`src/rtl/riscv_pkg.sv`:
```
// Shared fetch-path constants, FSM encoding and small address helpers.
package riscv_pkg;

  // Width of one instruction word and of one fetch address.
  localparam int INSTR_W = 32;

  // Default first fetch address after reset.
  localparam logic [31:0] RESET_PC = 32'h0000_0000;

  // Fetch FSM encoding.
  //   IDLE : no request outstanding
  //   REQ  : request outstanding, its response will be kept
  //   DROP : request outstanding, its response will be thrown away
  typedef enum logic [1:0] {
    IDLE = 2'd0,
    REQ  = 2'd1,
    DROP = 2'd2
  } fetch_state_e;

  // One instruction buffer entry: the fetch address and the word fetched.
  typedef struct packed {
    logic [INSTR_W-1:0] pc;
    logic [INSTR_W-1:0] instr;
  } fetch_entry_t;

  localparam int FETCH_ENTRY_W = $bits(fetch_entry_t);

  // Force an address onto a word boundary.
  function automatic logic [31:0] align_pc(input logic [31:0] addr);
    return addr & ~32'h0000_0003;
  endfunction

  // Sequential successor; wraps from 32'hFFFF_FFFC to 0.
  function automatic logic [31:0] next_seq_pc(input logic [31:0] pc);
    return pc + 32'd4;
  endfunction

endpackage

```
`src/rtl/fetch_buffer.sv`:
```
// Small FIFO holding fetched {pc, instr} entries between fetch and decode.
// The head entry is visible combinationally; an empty buffer presents zeros.
// Flush has priority over push and pop and empties the buffer in one cycle.
module fetch_buffer #(
  parameter  int DEPTH = 2,
  parameter  int WIDTH = 64,
  localparam int CNT_W = $clog2(DEPTH + 1)
) (
  input  logic             clk,
  input  logic             reset,
  input  logic             flush,
  input  logic             push,
  input  logic [WIDTH-1:0] push_data,
  input  logic             pop,
  output logic [WIDTH-1:0] head_data,
  output logic [CNT_W-1:0] count,
  output logic             empty,
  output logic             full
);

  localparam int               PTR_W    = (DEPTH > 1) ? $clog2(DEPTH) : 1;
  localparam logic [CNT_W-1:0] DEPTH_C  = CNT_W'(DEPTH);
  localparam logic [PTR_W-1:0] LAST_PTR = PTR_W'(DEPTH - 1);

  logic [WIDTH-1:0] mem_q [DEPTH];
  logic [PTR_W-1:0] wr_ptr_q, wr_ptr_d;
  logic [PTR_W-1:0] rd_ptr_q, rd_ptr_d;
  logic [CNT_W-1:0] count_q, count_d;
  logic             push_en;
  logic             pop_en;

  // Pointer advance that also works for depths that are not a power of two.
  function automatic logic [PTR_W-1:0] ptr_inc(input logic [PTR_W-1:0] p);
    return (p == LAST_PTR) ? '0 : p + PTR_W'(1);
  endfunction

  assign empty = (count_q == '0);
  assign full  = (count_q == DEPTH_C);
  assign count = count_q;

  // A flush cancels any push or pop requested in the same cycle.
  assign push_en = push & ~full  & ~flush;
  assign pop_en  = pop  & ~empty & ~flush;

  // Zero the head when empty so stale storage never leaks to decode.
  assign head_data = empty ? '0 : mem_q[rd_ptr_q];

  // Next pointers and occupancy; simultaneous push+pop keeps count.
  always_comb begin
    wr_ptr_d = wr_ptr_q;
    rd_ptr_d = rd_ptr_q;
    count_d  = count_q;
    if (flush) begin
      wr_ptr_d = '0;
      rd_ptr_d = '0;
      count_d  = '0;
    end else begin
      if (push_en) wr_ptr_d = ptr_inc(wr_ptr_q);
      if (pop_en)  rd_ptr_d = ptr_inc(rd_ptr_q);
      if (push_en && !pop_en) begin
        count_d = count_q + CNT_W'(1);
      end else if (!push_en && pop_en) begin
        count_d = count_q - CNT_W'(1);
      end
    end
  end

  // Pointer and occupancy registers.
  always_ff @(posedge clk or negedge reset) begin
    if (!reset) begin
      wr_ptr_q <= '0;
      rd_ptr_q <= '0;
      count_q  <= '0;
    end else begin
      wr_ptr_q <= wr_ptr_d;
      rd_ptr_q <= rd_ptr_d;
      count_q  <= count_d;
    end
  end

  // Entry storage; contents only matter while counted, so no reset.
  always_ff @(posedge clk) begin
    if (push_en) mem_q[wr_ptr_q] <= push_data;
  end

endmodule

```
`src/rtl/instr_fetch_unit.sv`:
```
// Instruction fetch unit: issues one word fetch at a time to instruction
// memory, queues the returned words with their addresses for decode, and
// handles branch/jump redirects including responses still in flight.
module instr_fetch_unit #(
  parameter logic [31:0] RESET_PC  = riscv_pkg::RESET_PC,
  parameter int          BUF_DEPTH = 2
) (
  input  logic        clk,
  input  logic        reset,
  output logic        imem_req,
  output logic [31:0] imem_addr,
  input  logic        imem_ack,
  input  logic [31:0] imem_rdata,
  output logic        instr_valid,
  output logic [31:0] instr,
  output logic [31:0] instr_pc,
  input  logic        instr_ready,
  input  logic        redirect_valid,
  input  logic [31:0] redirect_pc
);

  import riscv_pkg::*;

  localparam int               CNT_W      = $clog2(BUF_DEPTH + 1);
  localparam logic [CNT_W-1:0] DEPTH_C    = CNT_W'(BUF_DEPTH);
  // Aligned so imem_addr keeps bits [1:0] at zero even for an odd parameter.
  localparam logic [31:0]      RESET_PC_A = RESET_PC & ~32'h0000_0003;

  fetch_state_e     state_q;
  logic [31:0]      pc_q, pc_d;
  logic             imem_req_q;
  logic [31:0]      imem_addr_q;
  logic             started_q;
  logic [31:0]      redirect_target;
  logic             can_issue;

  fetch_entry_t     buf_wdata;
  fetch_entry_t     head_entry;
  logic             buf_push;
  logic             buf_pop;
  logic             buf_flush;
  logic [CNT_W-1:0] buf_count;
  logic             buf_empty;
  logic             buf_full;

  assign redirect_target = align_pc(redirect_pc);

  // A new fetch needs buffer room and one settled cycle after reset release.
  assign can_issue = started_q && (buf_count < DEPTH_C);

  // Redirect outranks everything: it flushes, and it suppresses the push of
  // a response arriving in the same cycle as well as any pop.
  assign buf_flush = redirect_valid;
  assign buf_push  = (state_q == REQ) & imem_ack & ~redirect_valid & ~buf_full;
  assign buf_pop   = instr_valid & instr_ready & ~redirect_valid;
  assign buf_wdata = '{pc: pc_q, instr: imem_rdata};

  // Next fetch pc: redirect target, else advance on a kept response.
  always_comb begin
    pc_d = pc_q;
    if (redirect_valid) begin
      pc_d = redirect_target;
    end else if ((state_q == REQ) && imem_ack) begin
      pc_d = next_seq_pc(pc_q);
    end
  end

  // Fetch FSM with registered request outputs and post-reset holdoff.
  always_ff @(posedge clk or negedge reset) begin
    if (!reset) begin
      state_q     <= IDLE;
      pc_q        <= RESET_PC_A;
      imem_req_q  <= 1'b0;
      imem_addr_q <= RESET_PC_A;
      started_q   <= 1'b0;
    end else begin
      started_q <= 1'b1;
      pc_q      <= pc_d;
      case (state_q)
        IDLE: begin
          if (!redirect_valid && can_issue) begin
            state_q     <= REQ;
            imem_req_q  <= 1'b1;
            imem_addr_q <= pc_q;
          end
        end
        REQ: begin
          // A response always retires the request; redirect alone means the
          // eventual response must be discarded.
          if (imem_ack) begin
            state_q    <= IDLE;
            imem_req_q <= 1'b0;
          end else if (redirect_valid) begin
            state_q <= DROP;
          end
        end
        DROP: begin
          // Request and address stay up until memory answers.
          if (imem_ack) begin
            state_q    <= IDLE;
            imem_req_q <= 1'b0;
          end
        end
        default: begin
          state_q    <= IDLE;
          imem_req_q <= 1'b0;
        end
      endcase
    end
  end

  assign imem_req  = imem_req_q;
  assign imem_addr = imem_addr_q;

  fetch_buffer #(
    .DEPTH (BUF_DEPTH),
    .WIDTH (FETCH_ENTRY_W)
  ) u_fetch_buffer (
    .clk       (clk),
    .reset     (reset),
    .flush     (buf_flush),
    .push      (buf_push),
    .push_data (buf_wdata),
    .pop       (buf_pop),
    .head_data (head_entry),
    .count     (buf_count),
    .empty     (buf_empty),
    .full      (buf_full)
  );

  assign instr_valid = ~buf_empty;
  assign instr       = head_entry.instr;
  assign instr_pc    = head_entry.pc;

endmodule
```
`config.mk`:
```
export PLATFORM = sky130hd
export DESIGN_NAME = instr_fetch_unit
export DESIGN_NICKNAME = d
export VERILOG_FILES = /design/src/rtl/riscv_pkg.sv /design/src/rtl/fetch_buffer.sv /design/src/rtl/instr_fetch_unit.sv
export SDC_FILE = /design/constraint.sdc
export NUM_CORES = 1
export LEC_CHECK = 0
export BUFFER_PORTS_ARGS = -buffer_cell sky130_fd_sc_hd__buf_2
export CAP_MARGIN = 20
export CORE_MARGIN = 2
export CORE_UTILIZATION = 55
export CTS_CLUSTER_DIAMETER = 120
export CTS_CLUSTER_SIZE = 28
export DETAILED_ROUTE_END_ITERATION = 16
export GPL_TIMING_DRIVEN = 0
export PLACE_DENSITY = 0.8
export SLEW_MARGIN = 20
export SYNTH_ARGS = -nofsm -noshare
export SYNTH_HDL_FRONTEND = slang
export SYNTH_HIERARCHICAL = 1
export SYNTH_SLANG_ARGS = --single-unit
```
`constraint.sdc`:
```
create_clock -name clk -period 7.9 [get_ports clk]
set_input_delay 0.395 -clock clk [delete_from_list [all_inputs] [get_ports clk]]
set_output_delay 0.395 -clock clk [all_outputs]
set_load 0.1 [all_outputs]
```
**Word level (Yosys, flattened, before mapping)**

Memory sizes are Yosys's and may differ from the RTL's.
Cells that the tools add are included.

- Multiplexer cells: 22
- Equality and inequality tests: 7
- Add/sub/neg operators: 5
- $lt $le $gt $ge: 1
- Shifts and indexed selects: 0
- Multiply operators: 0
- Reductions and logical operators: 18
- Bitwise operators: 12
- Div/mod/pow operators: 0

Operators by type and width:

| cell | count |
|---|---|
| 32-bit two-way mux | 2 |
| 64-bit two-way mux | 1 |
| 32-bit by 3-bit adder with 32-bit output, second input constant | 1 |
| 2-bit two-way mux | 7 |
| 1-bit two-way mux | 10 |
| 1-bit bitwise AND | 9 |
| 2-bit one-hot mux with 3 select lines | 1 |
| 2-bit nonzero test | 3 |
| 1-bit logical AND | 5 |
| 2-bit == test, second input constant | 2 |
| 2-bit zero test | 2 |
| 2-bit != test, second input constant | 2 |
| 2-bit AND reduction | 2 |
| 1-bit zero test | 3 |
| 3-bit != test, second input constant | 1 |
| 1-bit inverter | 3 |
| 3-bit AND reduction | 1 |
| 3-bit nonzero test | 1 |
| 1-bit adder, second input constant | 2 |
| 2-bit by 1-bit adder with 2-bit output, second input constant | 1 |
| 2-bit by 1-bit == test with 1-bit output, second input constant | 1 |
| 2-bit < comparator, second input constant | 1 |
| 2-bit by 1-bit != test with 1-bit output, second input constant | 1 |
| 1-bit one-hot mux with 2 select lines | 1 |
| other kinds (2) | 2 |

- Bits in latches: 0
- Register bits after elaboration: 72
- ROM bits: 0
- RAM bits: 128
- Output and inout bits: 98
- Bits of input ports: 69
- Memories kept: 1
- Logic and storage cells: 74

Memory list:

| name | depth | bits a word | rd ports | clocked after memory_dff | wr ports | line | RTL |
|---|---|---|---|---|---|---|---|
| u_fetch_buffer.mem_q | 2 | 64 | 1 | 0 | 1 | fetch_buffer.sv:25 | `logic [WIDTH-1:0] mem_q [DEPTH];` |

**Longest topological paths before layout**

Gate-level depths: netlist (run 1).

- Word-level depth: 11
- Mapped depth: 7
- Gate-level depth less buffers: 7

**By module**

Netlist (run 1), hierarchy kept.

Modules (own cells, without submodules):

| module | cells an instance | times used | sequential area each (um2) | area each (um2) |
|---|---|---|---|---|
| fetch_buffer | 296 | 1 | 3943.8 | 5038.6 |
| instr_fetch_unit | 307 | 1 | 1601.5 | 3183.1 |

**Worst setup path after synthesis (run 1)**

OpenSTA, ideal clock, no wires.

- Path kind: input to register
- Start: input redirect_valid
- End: memory u_fetch_buffer.mem_q[1][0], enable pin
- Stages on the path: 6
- Buffers on the path: 3
- Slack: 1.048 ns
- Arrival: 6.274 ns
- Library setup time: 0.578 ns
- Data required time: 7.322 ns
- Cell sequence: clkbuf_1 > clkbuf_1 > clkbuf_1 > nor3_1 > nand2_1 > nor3b_1

- Cells in the longest elaborated chain, start to end: 7

RTL lines:

| element | line | RTL |
|---|---|---|
| start: declaration | instr_fetch_unit.sv:18 | `input logic redirect_valid,` |
| 1-bit inverter | instr_fetch_unit.sv:54 | `assign buf_push = (state_q == REQ) & imem_ack & ~redirect_valid & ~buf_full;` |
| 1-bit bitwise AND (2 in a row) | instr_fetch_unit.sv:54 |  |
| named net buf_push | instr_fetch_unit.sv:39 | `logic buf_push;` |
| 1-bit bitwise AND (2 in a row) | fetch_buffer.sv:42 | `assign push_en = push & ~full & ~flush;` |
| 1-bit two-way mux | fetch_buffer.sv:83 | `if (push_en) mem_q[wr_ptr_q] <= push_data;` |
| 1-bit two-way mux (implied by the code) | fetch_buffer.sv:83 |  |
| end: declaration | fetch_buffer.sv:25 |  |

The timed path passes the listed nets, and every way through them passes these cells.

**Worst setup path in the final report (run 1)**

- Start: input redirect_valid
- End: memory u_fetch_buffer.mem_q[0][8], enable pin

Same word-level chain as after synthesis.

==> impl_metrics.ini, run 1 <==
[run_status]
status = finished, final reports clean

[clock_tree]
ctsHoldBuffers = 1
cts.repair.resized = 0
post-cts-setup-buffers = 0
cts_htree_levels = 4
root_buffer = clkbuf_16
cts_sinks = 196
cts_tree = built
clock_path_buffers = 2
clk_latency_ns = 0.43
clk_pin_slew_ns = 0.07
cts_made_buffers = 17

[floorplan]
die_x_um = 126
core_area_mm2 = 0.0146
dieArea_mm2 = 0.0159
die_y_um = 126
rows = 44
start_util_pct = 56.4
pin_count = 167

[final_layout]
antenna_cells = 0
nets = 879
fin_util_pct = 68.8
area_delta_synth_final_pct = 22.1
finish.instance_area_mm2 = 0.0100
stdcell_count = 1002
layout_commonest_cell = buf_2
drive_gt1_share_pct = 32.2
final_cell_mix = buf_2 (172), edfxtp_1 (128), nor2_1 (82), dfrtp_1 (68), mux2i_1 (66)

[synthesis]
synthAdderAreaFrac_pct = 0.761
synth-seq-cells = 196
synth_mux_area_share_pct = 12.3
syn_area_mm2 = 0.00822
synth.yosys.seq_area_share_pct = 67.4
synth_top_flop_cell = edfxtp_1
synthArstFlopShare_pct = 34.7
synth_top_family_by_area = multiplexers
yosys.area_share.simple_pct = 10.9
synth.yosys.warnings = 6
synth_edf_count = 128
synth_top_area_cell = edfxtp_1
synth_xor_area_share_pct = 1.49
synth_top_area_share_pct = 46.8
netlist-cell-type-count = 43
synth_compound_area_share_pct = 4.63
synth_cells = 603
synth_area_leaders = edfxtp_1 (47%), dfrtp_1 (21%), mux2i_1 (8.0%)
avgSynthCellArea_um2 = 13.6

[placed_design]
gp_congestion = 0.849
placed_cell_area_mm2 = 0.00944
dp_hpwl_um = 13200
dpl.cell_count = 969
portBuffers = 162

[timing]
finClkSkew_ns = 0.00634
max_freq_mhz = 278
tightestPinTransition_ns = 0.773
grt_setup_unrepaired = false
setup-tns-final_ns = 0
fin_crit_ns = 3.59
relSlewSlack_pct = 48.0
drv_slew = 0
hold_viol_final = 0
setup_viol = 0
fin_crit_sh_pct = 45.5
whs_ns = 0.153

[global_route]
grt-ovfl-total = 0
grt_pass1_wl_um = 28100
grt_max_degree = 43
antenna_found_initial = 0
grt_pass1_vias = 5639
grt_use_total_pct = 22.8

[min_path]
hold_depth = 1
min_from = imem_rdata[27]
hold_path.class = in2reg
holdPathEnd = u_fetch_buffer/mem_q[0][27]$_DFFE_PP_

[routing]
drt_iter0_drc = 460
num_vias = 5683
ant_nets = 0
dr.pass1.iters = 5
routed_via_density = 5.67
wl_per_cell_um = 18.0
drc = 0
routed_wirelength_um = 18000

[critical_path]
critPathCaptureType = flip-flop
r2r_cells = 10
start_kind = primary input
crit_required_ns = 8.04
r2r_end = u_fetch_buffer/mem_q[0][8]$_DFFE_PP_
r2r_setup_slack_ns = 4.40
critPathKind = in2reg
crit_fanout = 10
worstPathArrival_ns = 3.73
reg2reg_from = state_q[1]$_DFFE_PN0P_

[pwr]
p_per_area_mw_per_mm2 = 351
ir_drop_mv = 0.295
p_leak_uw = 0.00394

[run]
maxCapViolations = 0
-- flip-flops by register name, indices dropped and copies added, names as in the netlist --
name                     cells
imem_req                     1
u_fetch_buffer/rd_ptr_q      1
started_q                    1
state_q                      2
u_fetch_buffer/mem_q       128
u_fetch_buffer/wr_ptr_q      1
pc_q                        30
imem_addr                   30
u_fetch_buffer/count         2
-- worst max-delay path by stage --
stage	from	to	slack (ns)	cells past startpoint
final	redirect_valid	u_fetch_buffer/mem_q[0][8]$_DFFE_PP_	4.31	11
after floorplan	redirect_valid	u_fetch_buffer/mem_q[1][0]$_DFFE_PP_	1.05	6
after global routing	redirect_valid	u_fetch_buffer/mem_q[0][8]$_DFFE_PP_	4.08	11
after global placement	redirect_valid	u_fetch_buffer/mem_q[1][5]$_DFFE_PP_	-1.76	7
after detailed placement	redirect_valid	u_fetch_buffer/mem_q[0][5]$_DFFE_PP_	3.90	11
after CTS	redirect_valid	u_fetch_buffer/mem_q[0][8]$_DFFE_PP_	4.34	11
-- Yosys cell counts (7+ instances only) --
master	instances
dfrtp_1	68
a31oi_1	9
inv_1	8
mux2i_1	66
nand4_1	10
nand2_1	34
a21oi_1	7
o21ai_0	22
edfxtp_1	128
buf_2	11
nand3_1	11
mux2_2	31
nor2_1	82
nor3_1	8
buf_4	7
xnor2_1	8
clkbuf_1	14
or4_1	11
-- layout make-up --
class	instances	area, um2
Sequential cell	196	5550
Fill cell	1055	4550
Multi-Input combinational cell	370	2510
Timing Repair Buffer	178	971
Clock buffer	20	458
Tap cell	184	230
Buffer	32	160
Clock inverter	12	129
Inverter	10	37.5
-- layer usage --
layer	track usage, %	up-vias	wire [um]	part of all wire (%)
met5	0	-	0	0
met4	10.7	0	571	3.2
met3	4.89	44	1150	6.4
met2	37.8	244	8850	49
met1	28.9	2768	7420	41
li1	-	2627	-	-
-- where the power goes --
group / internal (uW) / switching (uW) / total, uW / leakage, uW
logic: 242 / 1110 / 1350 / 0.00169
clock network: 484 / 366 / 850 / 0.000281
registers: 1230 / 91.5 / 1330 / 0.00197
total: 1960 / 1560 / 3520 / 0.00394
-- through the flow --
stage	power, uW	setup WS (ns)
finish	3520	4.31
global route	3630	4.08
detailed placement	2690	3.90
floorplan	2440	1.05
global placement	2660	-1.76
CTS	3540	4.34
-- worst max-delay path: stages --
cell and delay, ns:
buf_2 0.17, clkbuf_1 0.25, clkbuf_1 0.30, clkbuf_1 0.31, nor3_1 0.66, nand2_1 0.23
nor3_2 0.57, buf_4 0.32, buf_4 0.22, buf_6 0.16, buf_6 0.15
-- logic make-up after synthesis --
family          count (synthesis)
compound gates                 59
fa+ha+maj                       5
simple gates                  188
xor+xnor                       14
mux                            97
flops                         196
other cells                     2
buf+inv                        42
Power figures use the tool's default switching activity.
==> inputs of run 2 (changes only) <==
--- a/config.mk
+++ b/config.mk
@@ -5,15 +5,16 @@
 export SDC_FILE = /design/constraint.sdc
 export NUM_CORES = 1
 export LEC_CHECK = 0
+export ABC_AREA = 1
 export BUFFER_PORTS_ARGS = -buffer_cell sky130_fd_sc_hd__buf_2
 export CAP_MARGIN = 20
 export CORE_MARGIN = 2
-export CORE_UTILIZATION = 55
+export CORE_UTILIZATION = 50
 export CTS_CLUSTER_DIAMETER = 120
 export CTS_CLUSTER_SIZE = 28
 export DETAILED_ROUTE_END_ITERATION = 16
 export GPL_TIMING_DRIVEN = 0
-export PLACE_DENSITY = 0.8
+export PLACE_DENSITY = 0.76
 export SLEW_MARGIN = 20
 export SYNTH_ARGS = -nofsm -noshare
 export SYNTH_HDL_FRONTEND = slang
==> constraint.sdc (replaced) <==
create_clock -name clk -period 2.9 [get_ports clk]
set_input_delay 0.145 -clock clk [delete_from_list [all_inputs] [get_ports clk]]
set_output_delay 0.145 -clock clk [all_outputs]
set_load 0.1 [all_outputs]
==> impl_metrics.ini, run 2 <==
[run_status]
status = finished, final reports clean

[critical_path]
reg2reg_from = state_q[1]$_DFFE_PN0P_
critPathKind = reg2reg
start_kind = flip-flop
crit_path_max_incr_delay_ns = 0.55
crit_fanout = 11
path_cells = inv_1 > ha_1 > nand2_1 > inv_1 > nand2_2 > nor2_1 > nand3_2 > nor2_2
path_buf_inv = 2
r2r_setup_slack_ns = 0.28
crit_start = state_q[1]$_DFFE_PN0P_
worstPathArrival_ns = 2.69
crit_top_cell = inv_1
cp_top_family = simple AND/OR/NAND/NOR gates
crit_end = u_fetch_buffer/mem_q[0][35]$_DFFE_PP_
r2r_cells = 8
crit_path_top_delay_cell = nor2_2
path_depth = 8
crit_required_ns = 2.97
critPathCaptureType = flip-flop
r2r_end = u_fetch_buffer/mem_q[0][35]$_DFFE_PP_

[synthesis]
yosysMostFrequentCell = nand2_1
synth-seq-cells = 196
ys_top_cells_by_count = nand2_1 (311), edfxtp_1 (128), a21oi_1 (73), dfrtp_1 (68), inv_1 (52)
avgSynthCellArea_um2 = 9.98
synth.yosys.warnings = 6
synthArstFlopShare_pct = 34.7
syn_area_mm2 = 0.00857
synth_edf_count = 128
synth_top_flop_cell = edfxtp_1
synth_top_area_cell = edfxtp_1
synth_cells = 859
synth_area_leaders = edfxtp_1 (45%), dfrtp_1 (20%), nand2_1 (14%)
synth.yosys.seq_area_share_pct = 64.7
netlist-cell-type-count = 37
synth_top_area_share_pct = 44.8

[final_layout]
fin_util_pct = 66.2
fill_cells = 1275
final_cell_mix = nand2_1 (311), buf_2 (181), edfxtp_1 (128), a21oi_1 (73), dfrtp_1 (68)
registers.top_by_ff_count = u_fetch_buffer/mem_q
area_delta_synth_final_pct = 29.0
finish.instance_area_mm2 = 0.0111
stdcell_count = 1347
antenna_cells = 0
largest_reg_flops = 128
layout_commonest_cell = nand2_1
drive_gt1_share_pct = 23.2
nets = 1188

[floorplan]
die_y_um = 135
pin_count = 167
start_util_pct = 51.3
dieArea_mm2 = 0.0182
rows = 47
core_area_mm2 = 0.0167
die_x_um = 135

[pwr]
p_int_uw = 5400
comb_power_share_pct = 38.8
power_frac_clock_pct = 23.7
p_per_area_mw_per_mm2 = 904
p_sw_uw = 4590
pwr-share-seq_pct = 37.5
ir_drop_mv = 1.01
p_leak_uw = 0.00490
switching_share_pct = 45.9

[routing]
drt_iter0_drc = 449
ant_nets = 0
dr.pass1.iters = 5
wl_per_cell_um = 15.9
routed_wirelength_um = 21500
drc = 0
num_vias = 6848
routed_via_density = 5.08

[timing]
setup_ws_ns = 0.279
finClkSkew_ns = 0.00942
setup_viol = 0
fin_crit_sh_pct = 90.4
fin_crit_ns = 2.62
relSlewSlack_pct = 58.9
grt_setup_unrepaired = false
tightestPinTransition_ns = 0.616
hold_viol_final = 0
drv_slew = 0
max_freq_mhz = 382

[placed_design]
gp_congestion = 0.970
dpl.cell_count = 1251
preCtsSetupSlack_ns = -0.0860
portBuffers = 162
dp_hpwl_um = 14700
placed_cell_area_mm2 = 0.00983

[global_route]
grt-ovfl-total = 0
antenna_found_initial = 0
grt_pass1_vias = 6583
grt_use_total_pct = 24.1
grt_max_degree = 53
grt_pass1_wl_um = 33200

[run]
maxCapViolations = 0

[clock_tree]
clk_pin_slew_ns = 0.07
clk_latency_ns = 0.44
cts_tree = built
cts_htree_levels = 4
cts_made_buffers = 17
root_buffer = clkbuf_16
clock_path_buffers = 2
cts.repair.resized = 0
cts_sinks = 196

[min_path]
hold_path.class = in2reg
hold_depth = 5
==> run 2: changes by cell type after synthesis, sizes merged, moves of 7 or more <==
cell | before | now
mux2i | 66 | 0
buf | 18 | 26
o21ai | 22 | 34
nand2 | 34 | 320
a21oi | 7 | 74
mux2 | 31 | 7
xnor2 | 8 | 1
or4 | 11 | 0
inv | 10 | 55
nand3 | 11 | 47
a31oi | 9 | 1
nand4 | 10 | 1
nor2 | 82 | 62
==> run 2: timing repair <==
item                                    CTS  global route
cloned                                    1             1
endpoints found under the setup margin   20            66
hold buffers                             61             0
pin swaps                                 1             2
setup buffers                             0             1
endpoints found under the hold margin   161             0
==> run 2: tightest hold or removal path: cells and delay by family <==
family          cells  cell delay, ns
buf+inv             2            0.14
simple gates        2            0.09
compound gates      1            0.06
==> run 2: area by class of cell <==
type | count | area [um2] | share of cell area [%]
clock inverter | 15 | 175 | 1.58
inverter | 56 | 211 | 1.91
clock buffer | 17 | 425 | 3.85
buffer | 35 | 179 | 1.62
tap | 220 | 275 | 2.49
sequential | 196 | 5550 | 50.1
timing repair buffer | 229 | 1560 | 14.1
multi-input combinational | 579 | 2690 | 24.3
==> run 2: how the worst min path moves through the flow <==
stage	start	to	slack, ns
CTS	redirect_pc[31]	pc_q[31]$_DFFE_PN0P_	0.02
detailed placement	reset	imem_addr[28]$_DFFE_PN0P_	0.03
global route	redirect_pc[31]	pc_q[31]$_DFFE_PN0P_	0.05
finish	redirect_pc[24]	pc_q[24]$_DFFE_PN0P_	0.04
floorplan	reset	imem_addr[10]$_DFFE_PN0P_	-0.15
global placement	imem_rdata[10]	u_fetch_buffer/mem_q[1][10]$_DFFE_PP_	0.33
==> run 2: through the flow <==
stage / total power [uW] / hold WS, ns / TNS [ns]
after global routing: 10400 / 0.0457 / 0
after CTS: 10000 / 0.0190 / 0
final: 9990 / 0.0358 / 0
after global placement: 7520 / 0.333 / -69.61
after detailed placement: 7580 / 0.0270 / -1.69
after floorplan: 6820 / -0.151 / 0
==> run 2: cell families (layout without fill, tap and decap cells) <==
kind of cell    after synthesis  count (layout)  synth area share (%)
mux                           7               7                  1.01
flops                       196             196                  64.7
xor+xnor                      9               9                 0.919
compound gates              117             117                  7.15
other cells                   2               7                0.0876
simple gates                432             434                  20.9
fa+ha+maj                     5               5                 0.730
buf+inv                      91             352                  4.55
==> run 2: power by group through the flow <==
stage / registers, uW / clock network, uW / logic (uW)
final: 3750 / 2360 / 3880
after global routing: 3800 / 2530 / 4080
after global placement: 3790 / 0 / 3730
after detailed placement: 3790 / 0 / 3800
after floorplan: 5220 / 0 / 1600
after CTS: 3740 / 2390 / 3870
==> run 2: routing by layer <==
metal  track usage, %  up-vias  wire [um]
met3             5.22       47       1760
li1                 -     3352          -
met4             10.3        0        696
met1             31.4     3160       8910
met2             39.3      289      10100
met5                0        -          0
==> inputs of run 3 (changes only) <==
--- a/config.mk
+++ b/config.mk
@@ -8,6 +8,7 @@
 export ABC_AREA = 1
 export BUFFER_PORTS_ARGS = -buffer_cell sky130_fd_sc_hd__buf_2
 export CAP_MARGIN = 20
+export CORE_ASPECT_RATIO = 1.2
 export CORE_MARGIN = 2
 export CORE_UTILIZATION = 50
 export CTS_CLUSTER_DIAMETER = 120
==> impl_metrics.ini, run 3 (synthesized netlist as in run 2, its figures left out) <==
[critical_path]
path_cells = inv_1 > ha_1 > nand2_1 > inv_1 > nand2_2 > nor2_1 > nand3_2 > nor2_4 > buf_12
crit_path_max_incr_delay_ns = 0.41
cp_top_family = simple AND/OR/NAND/NOR gates
critPathKind = reg2reg
crit_required_ns = 3.02
crit_fanout = 26
worstPathArrival_ns = 2.67
crit_path_top_delay_cell = dfrtp_1
crit_top_cell = inv_1
critPathCaptureType = flip-flop
path_buf_inv = 3
start_kind = flip-flop
r2r_setup_slack_ns = 0.35

[final_layout]
multi_input_area_mm2 = 0.00267
fill_cells = 1314
nets = 1190
final_cell_mix = nand2_1 (311), buf_2 (181), edfxtp_1 (128), a21oi_1 (73), dfrtp_1 (68)
layout_commonest_cell = nand2_1
stdcell_count = 1345
regArea_mm2 = 0.00555
largest_reg_flops = 128
drive_gt1_share_pct = 23.6
area_delta_synth_final_pct = 29.3
antenna_cells = 0
registers.top_by_ff_count = u_fetch_buffer/mem_q

[timing]
max_freq_mhz = 392
grt_setup_unrepaired = false
fin_crit_sh_pct = 87.9
hold_viol_final = 0
tightestPinTransition_ns = 0.598
setup_viol = 0
relSlewSlack_pct = 60.1
fin_crit_ns = 2.55
finClkSkew_ns = 0.0131
drv_slew = 0

[placed_design]
portBuffers = 162
dpl.cell_count = 1247
dp_hpwl_um = 14600
gp_congestion = 0.931

[routing]
wl_per_cell_um = 16.0
dr.pass1.iters = 5
drt_iter0_drc = 419
routed_wirelength_um = 21500
drc = 0
ant_nets = 0
routed_via_density = 5.16
num_vias = 6940

[floorplan]
rows = 52
die_y_um = 147
dieArea_mm2 = 0.0182
core_area_mm2 = 0.0169
die_x_um = 124
pin_count = 167
start_util_pct = 50.9

[run_status]
status = finished, final reports clean

[global_route]
grt_use_total_pct = 24.1
antenna_found_initial = 0
grt-ovfl-total = 0
grt_pass1_wl_um = 33200
grt_max_degree = 50
grt_pass1_vias = 6666

[pwr]
power_uw = 10100
ir_drop_mv = 0.917
p_leak_uw = 0.00493
p_per_area_mw_per_mm2 = 909

[clock_tree]
cts_tree = built
cts_htree_levels = 4
cts_made_buffers = 17
clock_path_buffers = 2
root_buffer = clkbuf_16
clk_latency_ns = 0.43
clk_pin_slew_ns = 0.07
cts_sinks = 196
cts.repair.resized = 0

[min_path]
hold_path.class = in2reg

[run]
maxCapViolations = 0
[run 3: per-stage QoR]
| step | setup TNS, ns | cell area [um2] | utilization (%) | setup slack, ns | hold WS, ns |
|---|---|---|---|---|---|
| after floorplan | 0 | 8610 | - | 0.185 | -0.151 |
| after global placement | -77.42 | 9690 | 57.5 | -0.635 | 0.333 |
| after detailed placement | 0 | 9810 | 58.2 | 0.0994 | 0.0635 |
| after CTS | 0 | 11000 | 65.5 | 0.0556 | 0.00386 |
| after global routing | 0 | 11100 | 65.8 | 0.219 | 0.0248 |
| final | 0 | 11100 | 65.8 | 0.350 | 0.0186 |
[run 3: power by group]
| part | leakage [uW] | switching, uW | internal, uW | total (uW) |
|---|---|---|---|---|
| combinational | 0.00263 | 3190 | 692 | 3880 |
| clock | 0.000299 | 1000 | 1460 | 2460 |
| sequential | 0.00200 | 321 | 3420 | 3740 |
[run 3: worst paths after layout]
| check | start | endpoint | depth (start not counted) |
|---|---|---|---|
| setup / recovery | state_q[1]$_DFFE_PN0P_ | u_fetch_buffer/mem_q[0][32]$_DFFE_PP_ | 9 |
| min in group asynchronous | reset | imem_addr[25]$_DFFE_PN0P_ | 2 |
| hold / removal | redirect_pc[30] | pc_q[30]$_DFFE_PN0P_ | 5 |
| max in group asynchronous | reset | pc_q[17]$_DFFE_PN0P_ | 3 |
| hold reg to reg | imem_addr[27]$_DFFE_PN0P_ | imem_addr[27]$_DFFE_PN0P_ | 2 |
| setup reg to reg | state_q[1]$_DFFE_PN0P_ | u_fetch_buffer/mem_q[0][32]$_DFFE_PP_ | 9 |
[run 3: repair_timing]
item / CTS / global route
endpoints found under the hold margin: 160 / 0
setup endpoints to repair: 0 / 97
hold buffers: 60 / 0
buffers inserted: 0 / 6
[run 3: layout make-up]
cell class | instances | share of cell area (%)
tap | 216 | 2.44
timing repair buffer | 233 | 14.3
clock buffer | 18 | 3.87
buffer | 35 | 1.61
multi-input combinational | 577 | 24.1
sequential | 196 | 50.0
clock inverter | 14 | 1.81
inverter | 56 | 1.91
[run 3: worst min-delay path, cell delays in order]
cell and delay, ns:
buf_2 0.08, nand2_1 0.04, o21ai_0 0.06, inv_1 0.04, nand2_1 0.05
[run 3: metal layers]
metal | vias up | part of all wire [%] | global-route usage, % | routed length, um
li1 | 3353 | - | - | -
met4 | 0 | 3.7 | 10.9 | 805
met3 | 49 | 6.5 | 5.05 | 1410
met2 | 301 | 50 | 40.2 | 10800
met5 | - | 0 | 0 | 0
met1 | 3237 | 40 | 30.1 | 8520
